[src/rtl/uart_tx_frame_fsm.sv]
// UART transmit framer: start bit, 8 data bits LSB first, optional parity, stop bit.
// Every state change is paced by the baud tick except the byte handshake in INTERVAL.
module uart_tx_frame_fsm #(
  parameter int IDLE_BAUDS = 1
) (
  input  logic       clk,
  input  logic       rst,
  input  logic       p_BaudSig_i,
  input  logic [7:0] Data_i,
  input  logic       DataValid_i,
  output logic       DataReady_o,
  input  logic       ParityEnable_i,
  input  logic       ParityResult_i,
  output logic [4:0] State_o,
  output logic [7:0] TxData_o,
  output logic       p_ParityCalTrigger_o,
  output logic [3:0] BitCounter_o,
  output logic       Tx_o,
  output logic       p_FrameDone_o
);

  // state     | meaning
  // INTERVAL  | line idle; counting idle bauds, accepting a byte
  // STARTBIT  | line driven low for one baud
  // DATABITS  | shifting 8 data bits out, LSB first
  // PARITYBIT | parity bit from external generator
  // STOPBIT   | line high for one baud, then frame done
  typedef enum logic [4:0] {
    S_INTERVAL = 5'b00001,
    S_START    = 5'b00010,
    S_DATA     = 5'b00100,
    S_PARITY   = 5'b01000,
    S_STOP     = 5'b10000
  } state_t;

  localparam int CW = (IDLE_BAUDS < 2) ? 1 : $clog2(IDLE_BAUDS + 1);
  localparam logic [CW-1:0] IDLE_MAX = CW'(IDLE_BAUDS);

  state_t          r_state, w_state_nxt;
  logic            r_pending, w_pending_nxt;
  logic [CW-1:0]   r_idle_cnt, w_idle_nxt;
  logic [7:0]      r_shift, w_shift_nxt;
  logic [7:0]      r_txdata, w_txdata_nxt;
  logic            r_par_en, w_par_en_nxt;
  logic [3:0]      r_bitcnt, w_bitcnt_nxt;
  logic            r_tx, w_tx_nxt;
  logic            r_ready, w_ready_nxt;
  logic            r_par_trig, w_par_trig_nxt;
  logic            r_done, w_done_nxt;
  logic            w_hs;

  assign w_hs = DataValid_i & r_ready;

  always_comb begin
    w_state_nxt    = r_state;
    w_pending_nxt  = r_pending;
    w_idle_nxt     = r_idle_cnt;
    w_shift_nxt    = r_shift;
    w_txdata_nxt   = r_txdata;
    w_par_en_nxt   = r_par_en;
    w_bitcnt_nxt   = r_bitcnt;
    w_par_trig_nxt = 1'b0;
    w_done_nxt     = 1'b0;

    // Ready implies INTERVAL with nothing pending, so this never collides with shifting.
    if (w_hs) begin
      w_txdata_nxt  = Data_i;
      w_shift_nxt   = Data_i;
      w_par_en_nxt  = ParityEnable_i;
      w_pending_nxt = 1'b1;
    end

    case (r_state)
      S_INTERVAL: begin
        if (p_BaudSig_i) begin
          if (r_pending && (r_idle_cnt == IDLE_MAX)) begin
            w_state_nxt = S_START;
          end else if (r_idle_cnt != IDLE_MAX) begin
            w_idle_nxt = r_idle_cnt + 1'b1;
          end
        end
      end
      S_START: begin
        if (p_BaudSig_i) begin
          w_state_nxt    = S_DATA;
          w_bitcnt_nxt   = 4'd0;
          w_par_trig_nxt = 1'b1;
        end
      end
      S_DATA: begin
        if (p_BaudSig_i) begin
          if (r_bitcnt == 4'd7) begin
            w_state_nxt = r_par_en ? S_PARITY : S_STOP;
          end else begin
            w_shift_nxt  = r_shift >> 1;
            w_bitcnt_nxt = r_bitcnt + 4'd1;
          end
        end
      end
      S_PARITY: begin
        if (p_BaudSig_i) begin
          w_state_nxt = S_STOP;
        end
      end
      S_STOP: begin
        if (p_BaudSig_i) begin
          w_state_nxt   = S_INTERVAL;
          w_pending_nxt = 1'b0;
          w_idle_nxt    = '0;
          w_bitcnt_nxt  = 4'd0;
          w_done_nxt    = 1'b1;
        end
      end
      default: begin
        // corrupted state: drop any pending byte and return to a quiet line
        w_state_nxt   = S_INTERVAL;
        w_pending_nxt = 1'b0;
        w_idle_nxt    = '0;
        w_bitcnt_nxt  = 4'd0;
      end
    endcase

    case (w_state_nxt)
      S_START:  w_tx_nxt = 1'b0;
      S_DATA:   w_tx_nxt = w_shift_nxt[0];
      S_PARITY: w_tx_nxt = ParityResult_i;
      default:  w_tx_nxt = 1'b1;
    endcase

    w_ready_nxt = (w_state_nxt == S_INTERVAL) && !w_pending_nxt && (w_idle_nxt == IDLE_MAX);
  end

  always_ff @(posedge clk or negedge rst) begin
    if (!rst) begin
      r_state    <= S_INTERVAL;
      r_pending  <= 1'b0;
      r_idle_cnt <= '0;
      r_shift    <= 8'h00;
      r_txdata   <= 8'h00;
      r_par_en   <= 1'b0;
      r_bitcnt   <= 4'd0;
      r_tx       <= 1'b1;
      r_ready    <= 1'b0;
      r_par_trig <= 1'b0;
      r_done     <= 1'b0;
    end else begin
      r_state    <= w_state_nxt;
      r_pending  <= w_pending_nxt;
      r_idle_cnt <= w_idle_nxt;
      r_shift    <= w_shift_nxt;
      r_txdata   <= w_txdata_nxt;
      r_par_en   <= w_par_en_nxt;
      r_bitcnt   <= w_bitcnt_nxt;
      r_tx       <= w_tx_nxt;
      r_ready    <= w_ready_nxt;
      r_par_trig <= w_par_trig_nxt;
      r_done     <= w_done_nxt;
    end
  end

  assign State_o              = r_state;
  assign DataReady_o          = r_ready;
  assign TxData_o             = r_txdata;
  assign p_ParityCalTrigger_o = r_par_trig;
  assign BitCounter_o         = r_bitcnt;
  assign Tx_o                 = r_tx;
  assign p_FrameDone_o        = r_done;

endmodule

[config.mk]
export PLATFORM = sky130hd
export DESIGN_NAME = uart_tx_frame_fsm
export DESIGN_NICKNAME = d
export VERILOG_FILES = /design/src/rtl/uart_tx_frame_fsm.sv
export SDC_FILE = /design/constraint.sdc
export NUM_CORES = 1
export LEC_CHECK = 0
export ABC_AREA = 1
export CAP_MARGIN = 20
export CORE_MARGIN = 2
export CORE_UTILIZATION = 45
export DETAILED_ROUTE_END_ITERATION = 6
export GPL_TIMING_DRIVEN = 0
export PLACE_DENSITY = 0.74
export SLEW_MARGIN = 15
export SYNTH_ARGS = -nofsm -noshare
export SYNTH_HDL_FRONTEND = slang
export SYNTH_SLANG_ARGS = --single-unit
export TNS_END_PERCENT = 20
[constraint.sdc]
create_clock -name clk -period 1.3 [get_ports clk]
set_input_delay 0.26 -clock clk [delete_from_list [all_inputs] [get_ports clk]]
set_output_delay 0.26 -clock clk [all_outputs]
set_load 0.005 [all_outputs]
# Yosys cells after proc, flatten, opt, wreduce, memory -nomap -nowiden
# Cells that the tools add are included.
dict set report totals {
  regBits 32
  inputBits 14
  output_inout_bits 21
}
dict set report classes {
  add_sub_neg 2
  eq_ne 13
  n_mux 29
  bitwise_logic 2
  n_reduce_logical 9
}
# op count
set ops {}
lappend ops {{two-way mux 5 bit} 8}
lappend ops {{two-way mux 8 bit} 4}
lappend ops {{one-hot mux 5 bit (5 select lines)} 1}
lappend ops {{two-way mux 4 bit} 3}
lappend ops {{one-hot mux 4 bit (3 select lines)} 1}
lappend ops {{== test 5 x 1 -> 1 bit (second input constant)} 2}
lappend ops {{== test 5 x 2 -> 1 bit (second input constant)} 2}
lappend ops {{== test 5 x 3 -> 1 bit (second input constant)} 2}
lappend ops {{== test 5 x 4 -> 1 bit (second input constant)} 2}
lappend ops {{two-way mux 1 bit} 9}
lappend ops {{one-hot mux 1 bit (3 select lines)} 2}
lappend ops {{== test 5 bit (second input constant)} 1}
lappend ops {{adder 4 x 1 -> 4 bit (second input constant)} 1}
lappend ops {{== test 4 x 3 -> 1 bit (second input constant)} 1}
lappend ops {{!= test 2 bit (second input constant)} 2}
lappend ops {{AND reduction 4 bit} 1}
lappend ops {{OR reduction 2 bit} 2}
lappend ops {{OR reduction 4 bit} 1}
lappend ops {{logical AND 1 bit} 3}
lappend ops {{OR reduction 3 bit} 1}
lappend ops {{!= test 2 x 1 -> 1 bit (second input constant)} 1}
lappend ops {{one-hot mux 1 bit (2 select lines)} 1}
lappend ops {{adder 1 bit (second input constant)} 1}
lappend ops {{bitwise AND 1 bit} 1}
lappend ops {{2 further kinds} 2}

# Longest topological paths before layout
# Gate-level depths: netlist (run 1).
dict set report depth {
  word_depth 7
  ltp_mapped 9
  mapped_depth_nobuf 9
}

# Least setup slack after synthesis (run 1)
# Ideal clock, no wire load.
dict set report synth_path {
  path_type {register to register}
  startpoint {reg r_bitcnt[0] (netlist: BitCounter_o[0])}
  endpoint {reg r_bitcnt[3] (netlist: BitCounter_o[3])}
  setup_time_ps 121
  t_arrival_ps 1267
  setup_slack_ps -88
  path_stages_with_launch 10
  n_path_buf 0
  period_less_slack_ps 1388
  cell_sequence {dfrtp_1 > ha_1 > nand2_1 > nor2_2 > nor2_4 > nor2_1 > nor2_2 > nand2_4 > nand2_1 > o21ai_1}
}
dict set report synth_between {
  elab_chain_len 4
  elab_cells_between_ends 7
  cone_classes {add/sub (1); eq/ne (2); mux (3); reduce/logical (1)}
}
# item line
set synth_rtl {}
lappend synth_rtl {{start, declared} 45} ;# logic [3:0] r_bitcnt, w_bitcnt_nxt;
lappend synth_rtl {{start signal, assigned} 153} ;# r_bitcnt <= w_bitcnt_nxt;
lappend synth_rtl {{adder 4 x 1 -> 4 bit} 96} ;# w_bitcnt_nxt = r_bitcnt + 4'd1;
lappend synth_rtl {{two-way mux 4 bit} 92} ;# if (r_bitcnt == 4'd7) begin
lappend synth_rtl {{two-way mux 4 bit} 91} ;# if (p_BaudSig_i) begin
lappend synth_rtl {{one-hot mux 4 bit (3 select lines)} 73} ;# case (r_state)
# Parallel ways exist; a longest one is shown, timed or not. The select of a mux whose other input is x is not followed.
# A chain may end at the register's enable or synchronous reset.

# Final worst setup path (run 1)
dict set report layout_path {
  startpoint {reg r_bitcnt[1] (netlist: BitCounter_o[1])}
  endpoint {reg r_bitcnt[3] (netlist: BitCounter_o[3])}
}
# Same word-level chain as after synthesis.

==> summary.txt, run 1 <==
Placed design
  • DP Cell Count: 259
  • I/O Buffers: 34
  • Hpwl dp: 2390 um
  • Global placement routability congestion: 0.809
  • DP Area: 1960 um^2

Yosys
  • Synthesis-stage register bit count: 32
  • Synth cell types: 31
  • Post-synth ARST share: 1.00
  • Top post-synthesis cells by area: dfrtp_1 48%, nand2_1 12%, inv_1 4.8%, nand3_1 3.8%, nor2_1 3.6%
  • Most frequent cell after synthesis: nand2_1
  • Warnings, synthesis: 0
  • Synth top cells by count: 49 x nand2_1, 30 x dfrtp_1, 20 x inv_1
  • Synth Instances: 179
  • Mean Syn Cell Area: 8.74 um^2
  • Synth Cell Area: 1560 um^2
  • Most common flop cell mapped by yosys: dfrtp_1
  • Yosys top cell by area: dfrtp_1
  • Syn Nets: 194
  • Yosys top cell area share: 0.480
  • EDFF count, synth: 0
  • Sequential share of the synthesized area: 0.514

Clock network
  • Clock-pin slew on the worst setup and hold paths: 0.10 ns
  • CTS Root Cell: clkbuf_4
  • Htree depth: 2
  • Clk_lat worst skew: 0.35 ns
  • Sink Count: 32
  • CTS tree: done
  • Longest Clk Path Bufs: 2
  • Num CTS Buffers: 5

Final layout
  • # diodes: 0
  • Final instance count without filler cells: 284
  • Layout net count: 252
  • Fill count: 275
  • Fraction of layout cells with a size suffix above 1: 0.319
  • Final Util: 0.678
  • Final instance area: 2260 um^2
  • Layout area overhead: 44.7%

Routing
  • 1st-iter DRT viols: 60
  • DRC errors left: 0
  • DR WL/cell: 12.3 um
  • Vias per cell: 4.78
  • WL final: 3500 um
  • Pre-antenna DRT Iters: 5
  • Via count: 1358
  • Final antenna-violating net count: 0

Timing
  • Final setup TNS: -1.35 ns
  • Setup ws final: -0.141 ns
  • RSZ-0062 raised after global routing: true
  • Final worst path period share: 1.11
  • Final min period: 1.44 ns
  • Max Fclk: 694 MHz
  • Endpoints failing hold: 0
  • Clock Skews: 0.0110 ns
  • Hold WS: 0.431 ns
  • Worst Max-Slew Pin Slew: 0.710 ns
  • Rel. slew slack: 0.527
  • Final Slew Violations: 0
  • Final setup fails: 17

Global route
  • GR Util All Layers: 0.199
  • Global route overflow: 0
  • Antenna violations before repair: 0
  • Vias in the first global route: 1339
  • First-pass GRT wire length: 6070 um
  • Largest net degree at the start of global routing: 33

Setup path
  • FF-to-FF Start: BitCounter_o[1]
  • WP data arrival: 1.69 ns
  • Critical Path Slowest Stage Cell: dfrtp_1
  • WS Path Type: flip-flop to flip-flop
  • Reg2reg setup slack: -0.14 ns
  • Capturing point of the worst reg2reg path: BitCounter_o[3]
  • Worst R2R Path Depth: 9
  • Critical Path RT: 1.55 ns
  • CP Launch Type: flip-flop
  • Critical Path Max Stage Delay: 0.43 ns
  • Crit. End Element: flip-flop
  • CP cell instances: ha_4 -> nand2_4 -> nor2_4 -> nor2_4 -> nor2_2 -> nor2_2 -> nand2_4 -> nand2_1 -> o21ai_1
  • CP Max Fanout: 7

Worst hold path
  • Hold worst-path end: r_par_en
  • Hold depth: 3
  • Hold path start: ParityEnable_i
  • Worst Hold Class: input pin to flip-flop

Floorplanning
  • Total core area: 3340 um^2
  • Die footprint: 3960 um^2
  • Die H: 63.0 um
  • Number of I/O pins: 35
  • Die Wd: 63.0 um
  • Row count: 21
  • Initial cell density of the core: 0.469

Pwr
  • PD cells: 1570 nW/um^2
  • Static Leakage: 0.00120 uW
  • Peak VDD IR: 891 uV

Flow run
  • Max-cap viol count: 0

Outcome
  • Failing checks: setup timing
  • Status: complete, but fails checks
[where the power goes]
| group | switching [uW] | internal (uW) | total [uW] |
|---|---|---|---|
| clock | 359 | 403 | 762 |
| combinational | 680 | 622 | 1300 |
| sequential | 171 | 1320 | 1490 |
| total | 1210 | 2340 | 3550 |
[cell usage in the layout (no fill, tap or decap), types with 7 or more instances in the layout]
master,netlist,layout
nor2_4,1,8
clkbuf_4,0,7
dfrtp_1,30,30
nand2_1,49,42
clkdlybuf4s15_1,0,12
nand3_1,12,11
buf_4,0,13
o21ai_2,6,8
clkdlybuf4s50_1,0,12
nor2_1,15,11
inv_1,20,18
[routing by layer]
| metal | vias to the layer above | wire length (um) | global-route usage |
|---|---|---|---|
| met5 | - | 0 | 0 |
| met4 | 0 | 77 | 0.0944 |
| met3 | 7 | 158 | 0.0649 |
| met2 | 27 | 1750 | 0.306 |
| met1 | 643 | 1510 | 0.253 |
| li1 | 681 | - | - |
[timing repair]
item / in CTS / in global routing
pin swaps: 7 / 12
gates resized for setup: 38 / 41
setup buffers: 9 / 7
endpoints found under the setup margin: 38 / 34
endpoints found under the hold margin: 30 / 0
gates cloned: 0 / 0
hold buffers: 1 / 0
[sequential cells by signal, indices dropped and copies added (netlist names)]
| register | count |
|---|---|
| State_o | 5 |
| Tx_o | 1 |
| p_ParityCalTrigger_o | 1 |
| r_par_en | 1 |
| DataReady_o | 1 |
| BitCounter_o | 4 |
| r_pending | 1 |
| r_idle_cnt | 1 |
| p_FrameDone_o | 1 |
| r_shift | 8 |
| TxData_o | 8 |
[logic make-up after synthesis]
kind of cell | count (synthesis) | synth area share
xor+xnor | 1 | 0.00560
simple gates | 101 | 0.322
fa+ha+maj | 1 | 0.00800
compound gates | 18 | 0.0800
buf+inv | 26 | 0.0712
flops | 32 | 0.514
[final cells by class]
class	instances	area, um^2	share of cell area
buffer	3	35.0	0.0155
timing repair buffer	51	454	0.201
sequential	32	803	0.355
tap	46	57.6	0.0254
clock inverter	2	35.0	0.0155
inverter	23	91.3	0.0404
clock buffer	6	41.3	0.0182
multi-input combinational	121	746	0.329
[stage by stage]
step / power [uW] / setup WS (ns)
after floorplan: 2200 / -0.0838
after global placement: 2680 / -0.627
after detailed placement: 2720 / -0.413
after CTS: 3470 / -0.147
after global routing: 3820 / -0.205
final: 3550 / -0.141
[critical path: cells and delay by family (launching register included)]
family                   cells  cell delay [ns]
adder cells (fa/ha/maj)      1             0.19
flip-flops                   1             0.43
AO/OA/AOI/OAI                1             0.06
AND/OR/NAND/NOR              7             0.66
[how the worst max path moves through the flow]
stage	from	to	depth (start not counted)
detailed placement	p_BaudSig_i	BitCounter_o[0]	8
CTS	State_o[0]	r_shift[5]	9
global placement	rst	TxData_o[3]	1
global route	BitCounter_o[1]	BitCounter_o[3]	9
finish	BitCounter_o[1]	BitCounter_o[3]	9
floorplan	BitCounter_o[1]	BitCounter_o[2]	9
No activity file was read; power rests on OpenSTA's default activity.
==> run 2: changes to the inputs <==
--- a/config.mk
+++ b/config.mk
@@ -7,7 +7,6 @@
 export LEC_CHECK = 0
 export ABC_AREA = 1
 export CAP_MARGIN = 20
-export CORE_MARGIN = 2
 export CORE_UTILIZATION = 45
 export DETAILED_ROUTE_END_ITERATION = 6
 export GPL_TIMING_DRIVEN = 0
==> run 2 against run 1 <==
- the run still ends with setup timing left
- routed wire length increased by 3.6%
- total power increased by 0.97%
- via count is 2.6% higher
- global-route usage rose by 1.0 points
- design area about the same
- clock power increased by 13%
- sequential share of layout area is essentially flat
- clock-buffer cell count increased by 1
- clock skew barely moved
==> summary.txt, run 2 (same netlist as run 1, synthesis figures left out) <==
Clock network
  • CTS Root Cell: clkbuf_4
  • Clock-pin slew on the worst setup and hold paths: 0.10 ns (about the same)
  • Num CTS Buffers: 5 (unchanged)
  • Longest Clk Path Bufs: 2 (unchanged)
  • CTS tree: done
  • Clk_lat worst skew: 0.34 ns (about the same)
  • Sink Count: 32 (unchanged)
  • Htree depth: 2 (unchanged)

Placed design
  • I/O Buffers: 34 (unchanged)
  • Hpwl dp: 2300 um (-4.0%)
  • Dpl ws: -0.433 ns (-0.0199 ns)
  • Global placement routability congestion: 0.848 (+4.7%)
  • DP Area: 1960 um^2 (unchanged)

Routing
  • Pre-antenna DRT Iters: 4 (-1)
  • WL final: 3620 um (+3.6%)
  • Met3 wire length: 140 um (-11%)
  • 1st-iter DRT viols: 60 (unchanged)
  • Vias per cell: 4.87 (+1.9%)
  • WL met2: 1820 um (+4.1%)
  • M1 WL: 1590 um (+4.9%)
  • DRC errors left: 0 (unchanged)
  • Final antenna-violating net count: 0 (unchanged)
  • Via count: 1393 (+2.6%)
  • Max Used Layer: met4
  • DR WL/cell: 12.7 um (+2.9%)

Outcome
  • Status: complete, but fails checks
  • Failing checks: setup timing

Final layout
  • Layout area overhead: 44.8% (about the same)
  • Commonest non-fill, non-tap cell in the layout: nand2_1
  • # diodes: 0 (unchanged)
  • Layout net count: 254 (+0.79%)
  • Fill count: 304 (+11%)
  • Most frequent cells in the layout: 46 x nand2_1, 29 x dfrtp_1, 20 x inv_1
  • Final instance area: 2260 um^2 (about the same)
  • Fraction of layout cells with a size suffix above 1: 0.288 (-0.0318)

Timing
  • Setup ws final: -0.165 ns (-0.0244 ns)
  • Endpoints failing hold: 0 (unchanged)
  • RSZ-0062 raised after global routing: true
  • Final min period: 1.47 ns (+0.0244 ns)
  • Final worst path period share: 1.13 (+0.0187)
  • Worst Max-Slew Pin Slew: 0.712 ns (+0.00191 ns)
  • Rel. slew slack: 0.526 (-0.00127)
  • Max Fclk: 683 MHz (-1.7%)
  • Clock Skews: 0.0105 ns (-0.000448 ns)
  • Final setup fails: 15 (-2)
  • Final Slew Violations: 0 (unchanged)

Floorplanning
  • Row count: 21 (unchanged)
  • Number of I/O pins: 35 (unchanged)
  • Die Wd: 61.0 um (-3.2%)
  • Die footprint: 3720 um^2 (-6.3%)
  • Initial cell density of the core: 0.469 (unchanged)
  • Die H: 61.0 um (-3.2%)
  • Total core area: 3340 um^2 (unchanged)

Setup path
  • CP Max Fanout: 7 (unchanged)
  • Crit. End Element: flip-flop
  • Reg2reg setup slack: -0.17 ns (-0.02 ns)
  • Crit path from: State_o[2]
  • Worst R2R Path Depth: 9 (unchanged)
  • Capturing point of the worst reg2reg path: r_shift[1]
  • WS Path Type: flip-flop to flip-flop
  • CP Launch Type: flip-flop
  • FF-to-FF Start: State_o[2]
  • WP data arrival: 1.69 ns (about the same)
  • Critical Path RT: 1.53 ns (-0.02 ns)

Pwr
  • Design Power: 3590 uW (+0.97%)
  • Static Leakage: 0.00122 uW (+1.3%)
  • Peak VDD IR: 898 uV (+0.83%)
  • PD cells: 1580 nW/um^2 (+0.91%)

Worst hold path
  • Hold worst-path end: Tx_o
  • Worst Hold Class: input pin to flip-flop
  • Hold path start: ParityResult_i
  • Hold depth: 3 (unchanged)

Global route
  • Largest net degree at the start of global routing: 33 (unchanged)
  • Vias in the first global route: 1292 (-3.5%)
  • GR Util All Layers: 0.209 (+0.0102)
  • First-pass GRT wire length: 5660 um (-6.7%)
  • Global route overflow: 0 (unchanged)
  • Antenna violations before repair: 0 (unchanged)

Flow run
  • Max-cap viol count: 0 (unchanged)
==> run 2: cell types whose count changed in the layout (fill, tap and decap cells not counted), sizes merged <==
cell / delta
buf: +2
dlygate4sd2: +1
clkbuf: +2
clkdlybuf4s15: -2
clkinv: -1
==> run 2: timing repair <==
action,4_1_cts,5_1_grt
endpoints found under the setup margin,39,30
resized for setup,39,22
cloned,0,1
endpoints found under the hold margin,30,0
hold buffers,1,0
pin swaps,6,6
buffers inserted,7,10
==> run 2: power by group <==
part           internal [uW]  switching (uW)
registers               1320             178
clock network            511             351
logic                    576             652
total                   2410            1180
==> run 2: how the worst max path moves through the flow <==
stage / end / slack [ns] / cells after the start
after floorplan: BitCounter_o[2] / -0.08 / 9
after global placement: BitCounter_o[0] / -0.61 / 1
after detailed placement: BitCounter_o[2] / -0.43 / 8
after CTS: BitCounter_o[2] / -0.15 / 9
after global routing: r_shift[1] / -0.24 / 9
final: r_shift[1] / -0.17 / 9
==> run 2: cell type report <==
cell class | count | area, um^2 | share of cell area
plain buffers | 3 | 27.5 | 0.0122
clock buffers | 7 | 65.1 | 0.0287
clock inverters | 1 | 30.0 | 0.0133
inverters | 23 | 91.3 | 0.0403
multi-input cells | 121 | 706 | 0.312
flip-flops and latches | 32 | 805 | 0.355
well taps | 46 | 57.6 | 0.0254
repair buffers | 53 | 483 | 0.213
==> run 2: metal layers <==
metal,track usage,vias up
met4,0.0779,0
met2,0.336,34
met3,0.0640,11
met1,0.266,660
li1,-,688
met5,0,-
==> run 2: per-stage QoR <==
step | util | std cells | setup TNS [ns] | hold WS [ns]
final | 0.679 | 286 | -1.67 | 0.458
after global routing | 0.679 | 286 | -3.04 | 0.464
after CTS | 0.636 | 275 | -1.57 | 0.450
after detailed placement | 0.588 | 259 | -7.90 | 0.353
after global placement | 0.589 | 259 | -26.39 | 0.462
after floorplan | - | 179 | -0.633 | -0.0356
==> run 2: worst max-delay path, stage by stage (launching register included) <==
cell	delay (ns)
dfrtp_1	0.38
buf_6	0.12
inv_1	0.06
nor2_4	0.13
nand3_4	0.14
clkinv_4	0.12
nand2_4	0.08
clkbuf_16	0.17
o21ai_2	0.12
inv_1	0.06
